## config.mk

```make
export PLATFORM = sky130hd
export DESIGN_NAME = irq_msgq
export DESIGN_NICKNAME = d
export VERILOG_FILES = /design/src/rtl/irq_msgq.sv
export SDC_FILE = /design/constraint.sdc
export NUM_CORES = 1
export LEC_CHECK = 0
export CAP_MARGIN = 20
export CORE_ASPECT_RATIO = 1.25
export CORE_MARGIN = 1.5
export CORE_UTILIZATION = 30
export DETAILED_ROUTE_END_ITERATION = 12
export HOLD_SLACK_MARGIN = 0.06
export PLACE_DENSITY_LB_ADDON = 0.12
export SYNTH_ARGS = -nofsm -noshare
export SYNTH_HDL_FRONTEND = slang
export SYNTH_SLANG_ARGS = --single-unit
```

## constraint.sdc

```tcl
create_clock -name clk -period 5.5 [get_ports clk]
set_input_delay 0.825 -clock clk [delete_from_list [all_inputs] [get_ports clk]]
set_output_delay 0.825 -clock clk [all_outputs]
set_load 0.1 [all_outputs]
```

## src/rtl/irq_msgq.sv

```systemverilog
// Interrupt message queue: captures controller messages into a FWFT FIFO, acks them, and serves the CPU side.
// Optional macro IRQ_MSGQ_DROP_EN: drop (with ack and sticky overflow) instead of backpressure when full.
module irq_msgq #(
  parameter int DEPTH  = 8,
  parameter int LINE_W = 8,
  parameter int CPU_W  = 8
) (
  input  logic                       clk,
  input  logic                       rst,
  input  logic                       notify,
  input  logic [LINE_W-1:0]          lineno,
  input  logic [CPU_W-1:0]           processor_id,
  output logic                       irqack,
  output logic                       msg_valid,
  output logic [LINE_W-1:0]          msg_lineno,
  output logic [CPU_W-1:0]           msg_cpu,
  input  logic                       msg_ready,
  output logic [$clog2(DEPTH+1)-1:0] count,
  output logic                       overflow,
  input  logic                       clr_ovf,
  output logic [1:0]                 o_dbg_state
);

  localparam int PW = $clog2(DEPTH);
  localparam int CW = $clog2(DEPTH+1);
  localparam int EW = LINE_W + CPU_W;
  localparam logic [CW-1:0] FULL_CNT = CW'(DEPTH);

  typedef enum logic [1:0] {
    IDLE     = 2'd0,
    ACK      = 2'd1,
    WAIT_REL = 2'd2
  } state_t;

  // Handshake: the head entry leaves on a posedge where msg_valid && msg_ready.
  // msg_valid never depends on msg_ready, and the head stays stable until popped.

  state_t          r_state;
  state_t          w_next;
  logic [EW-1:0]   r_mem [DEPTH];
  logic [PW-1:0]   r_wr_ptr;
  logic [PW-1:0]   r_rd_ptr;
  logic [CW-1:0]   r_count;
  logic            w_full;
  logic            w_pop;
  logic            w_push;
  logic [EW-1:0]   w_head;
`ifdef IRQ_MSGQ_DROP_EN
  logic            w_drop;
  logic            r_ovf;
`endif

  assign w_full = (r_count == FULL_CNT);
  assign w_pop  = (r_count != '0) && msg_ready;
  assign w_head = r_mem[r_rd_ptr];

  always_ff @(posedge clk) begin
    if (rst) r_state <= IDLE;
    else     r_state <= w_next;
  end

  // A full FIFO still accepts a push when a pop frees the slot on the same edge.
  always_comb begin
    w_next = r_state;
    w_push = 1'b0;
`ifdef IRQ_MSGQ_DROP_EN
    w_drop = 1'b0;
`endif
    case (r_state)
      IDLE: begin
        if (!notify) begin
          if (!w_full || w_pop) begin
            w_push = 1'b1;
            w_next = ACK;
          end
`ifdef IRQ_MSGQ_DROP_EN
          else begin
            w_drop = 1'b1;
            w_next = ACK;
          end
`endif
        end
      end
      ACK:      w_next = WAIT_REL;
      WAIT_REL: if (notify) w_next = IDLE;
      default:  w_next = IDLE;
    endcase
  end

  always_ff @(posedge clk) begin
    if (w_push) r_mem[r_wr_ptr] <= {lineno, processor_id};
  end

  always_ff @(posedge clk) begin
    if (rst) begin
      r_wr_ptr <= '0;
      r_rd_ptr <= '0;
      r_count  <= '0;
    end else begin
      if (w_push) r_wr_ptr <= r_wr_ptr + PW'(1);
      if (w_pop)  r_rd_ptr <= r_rd_ptr + PW'(1);
      if (w_push && !w_pop)      r_count <= r_count + CW'(1);
      else if (w_pop && !w_push) r_count <= r_count - CW'(1);
    end
  end

`ifdef IRQ_MSGQ_DROP_EN
  // A new drop wins over a simultaneous clear.
  always_ff @(posedge clk) begin
    if (rst)          r_ovf <= 1'b0;
    else if (w_drop)  r_ovf <= 1'b1;
    else if (clr_ovf) r_ovf <= 1'b0;
  end
  assign overflow = r_ovf;
`else
  logic w_unused_clr;
  assign w_unused_clr = clr_ovf;
  assign overflow     = 1'b0;
`endif

  assign irqack      = (r_state == ACK);
  assign msg_valid   = (r_count != '0);
  assign msg_lineno  = msg_valid ? w_head[EW-1:CPU_W] : '0;
  assign msg_cpu     = msg_valid ? w_head[CPU_W-1:0]  : '0;
  assign count       = r_count;
  assign o_dbg_state = r_state;

endmodule

```

==> summary.md <==
| Metric | Value |
|---|---|
| GRT Total Usage | `12.5%` |
| Die W | `126 um` |
| Nature of the critical path endpoint | `output pin` |
| Synth Warn # | `0` |
| Die Footprint | `19600 um2` |
| Most common cell after layout, fill and taps aside | `edfxtp_1` |
| Async SR Flop Fraction | `0%` |
| Core box area | `18200 um2` |
| ANT cells | `0` |
| Setup Fix Bufs, Post-CTS | `0` |
| Register area share after synthesis | `73.4%` |
| Fin Hold WS | `0.497 ns` |
| Worst Hold Class | `flop to flop` |
| Stages on worst setup path | `5` |
| Pleak | `2.25 nW` |
| Via density | `4.68` |
| Part of the cycle the worst path needs | `72.6%` |
| RSZ-0062 raised after global routing | `no` |
| Max Root-Sink Buffers | `2` |
| R2R Setup Slk | `2.62 ns` |
| Slew HR | `32.7%` |
| Slowest CP cell | `clkdlybuf4s50_1` |
| Flops & latches, synth | `143` |
| H-Tree Depth | `4` |
| Crit path capture | `msg_lineno[5]` |
| Number of flops mapped to enable cells by yosys | `128` |
| Clk Latency, worst-skew pair | `0.41 ns` |
| CTS tree | `yes` |
| Max-Cap Viols | `0` |
| Most frequent cells in the layout | `edfxtp_1, clkdlybuf4s50_1, mux4_2` |
| Post-Syn Instances | `285` |
| Syn Nets | `312` |
| Setup Viol. Count Final | `0` |
| CTS Buf Count | `17` |
| Crit start category | `flop` |
| Hold Buf Count CTS | `0` |
| IO buf count | `43` |
| Wire per inst | `19.0 um` |
| Post-DP HPWL | `6380 um` |
| Via count | `2745` |
| CP Max Fanout | `14` |
| # rows | `55` |
| # nets final | `372` |
| Setup Total Neg Slack | `0 ns` |
| Syn_area_per_cell | `19.8 um2` |
| Final core occ | `38.6%` |
| Max-slew violation count | `0` |
| Pwr per Cell Area | `573 nW/um2` |
| Critical path class | `flop to output pin` |
| Reg clk slew, reported paths | `0.06 ns` |
| Num ports | `46` |
| Maximum VDD drop | `0.000360 V` |
| CTS resizes | `0` |
| Non-Filler Instances | `586` |
| Vias in the first global route | `3010` |
| Mapped Area | `5640 um2` |
| CTS Sinks | `143` |
| Status | `finished, final reports clean` |
| Slew @ Worst Pin | `1.01 ns` |
| Initial antenna violation count | `0` |
| Initial Utilization | `30.9%` |
| Cell family contributing the most delay on the critical path | `buffers and inverters` |
| Buffers & Inverters on Critical Path | `2` |
| Share of cells above drive strength 1 | `25.1%` |
| Global-route wire length before repair | `17600 um` |
| GP Congestion | `0.627` |
| Hold Fails Final Rpt | `0` |
| Synth-to-layout area growth | `24.9%` |
| Synth unique cells | `36` |
| Reg2reg path depth | `11` |
| Fill cells | `1643` |
| Slowest stage delay, CP | `0.98 ns` |
| CP arrival | `3.17 ns` |
| Worst clock skew | `0.00613 ns` |
| Final Power | `4.04 mW` |
| Fmax achieved | `0.251 GHz` |
| Root buffer cell | `clkbuf_16` |
| Antenna Violating Nets Remaining | `0` |
| Crit path required time | `4.68 ns` |
| Worst reg2reg endpoint | `count[3]$_SDFFE_PP0P_` |
| Detailed Route WL | `11100 um` |
| Starting DRC count in detailed routing | `219` |
| GRT overflow | `0` |
| Placed insts | `554` |
| Final Critical Period | `3.99 ns` |
| Cells along the critical path | `buf_4 -> mux4_2 -> mux2i_1 -> nor2_1 -> clkdlybuf4s50_1` |
| Die H | `156 um` |
| Reg-to-reg startpoint | `count[0]$_SDFFE_PP0P_` |
| Largest net degree at the start of global routing | `33` |
| DRC violations left | `0` |
| DRT Pass-1 Iters | `4` |
| Top_reg_cell synth | `edfxtp_1` |
state kept, by name (all words and copies together) (netlist names), named ones only:
name,count
count,4
r_mem,128
r_wr_ptr,3
r_rd_ptr,3
o_dbg_state,2
metal layers:
layer / GRT usage (%) / vias up / wire (um)
li1: - / 1254 / -
met1: 14.8 / 1426 / 4760
met2: 21.1 / 52 / 5710
met3: 3.97 / 13 / 494
met4: 5.19 / 0 / 169
met5: 0 / - / 0
worst reg2reg max path, cell delays in order (launching register included):
cell and delay, ns:
dfxtp_1 0.36, or3_4 0.47, nor2_8 0.33, inv_4 0.09, nand2_4 0.10, ha_1 0.16
inv_1 0.09, ha_1 0.33, a21oi_1 0.20, a211oi_1 0.10, a31oi_1 0.19, mux2_2 0.35
power by group:
group / leakage [nW] / switching (mW) / internal (mW)
logic: 0.649 / 1.01 / 0.452
clock network: 0.319 / 0.416 / 0.849
registers: 1.28 / 0.0615 / 1.25
total: 2.25 / 1.49 / 2.55
cell type report:
type / instances / area (um2) / area share [%]
Sequential cell: 143 / 4150 / 58.8
Multi-Input combinational cell: 125 / 1430 / 20.2
Timing Repair Buffer: 55 / 520 / 7.39
Clock buffer: 21 / 440 / 6.25
Tap cell: 228 / 285 / 4.05
Clock inverter: 11 / 213 / 3.02
Inverter: 3 / 16.3 / 0.231
stage by stage:
step / instance area (um2) / worst slack, ns
floorplan: 5640 / 1.77
global placement: 6390 / 1.84
detailed placement: 6390 / 1.85
CTS: 7050 / 1.40
global route: 7050 / 1.26
finish: 7050 / 1.51
synthesized netlist by cell type, types with 2 or more instances:
cell	instances	area (um2)
edfxtp_1	128	3840
mux4_2	32	721
nor2_1	31	116
mux2i_1	17	170
dfxtp_1	15	300
a21oi_1	5	25.0
buf_2	5	25.0
ha_1	5	62.6
buf_6	4	45.0
nand2_1	4	15.0
clkbuf_1	3	11.3
nand3_1	3	15.0
nor3_1	3	15.0
xor2_1	3	26.3
buf_4	2	15.0
inv_4	2	12.5
nor2b_1	2	12.5
nor3b_1	2	15.0
nor4b_1	2	17.5
cell families (layout without fill, tap and decap cells):
family,after synthesis,in the layout,synth area share (%)
AO/OA/AOI/OAI,9,9,1.11
XOR/XNOR,6,6,1.20
adder cells (fa/ha/maj),6,6,1.46
buffers and inverters,17,90,2.00
flip-flops,143,143,73.4
multiplexers,50,50,16.0
other,1,1,0.0665
AND/OR/NAND/NOR,53,53,4.74
worst min-delay path by stage:
stage / from / slack [ns] / to / cells past startpoint
global placement: r_rd_ptr[1]$_SDFFE_PP0N_ / 0.48 / r_rd_ptr[1]$_SDFFE_PP0N_ / 2
floorplan: r_rd_ptr[1]$_SDFFE_PP0N_ / 0.45 / flop / 2
detailed placement: r_rd_ptr[1]$_SDFFE_PP0N_ / 0.48 / r_rd_ptr[1]$_SDFFE_PP0N_ / 2
finish: r_rd_ptr[1]$_SDFFE_PP0N_ / 0.50 / r_rd_ptr[1]$_SDFFE_PP0N_ / 2
global route: r_rd_ptr[1]$_SDFFE_PP0N_ / 0.52 / r_rd_ptr[1]$_SDFFE_PP0N_ / 2
CTS: r_rd_ptr[1]$_SDFFE_PP0N_ / 0.49 / r_rd_ptr[1]$_SDFFE_PP0N_ / 2
Note: power is estimated with default switching activity, not from simulation.
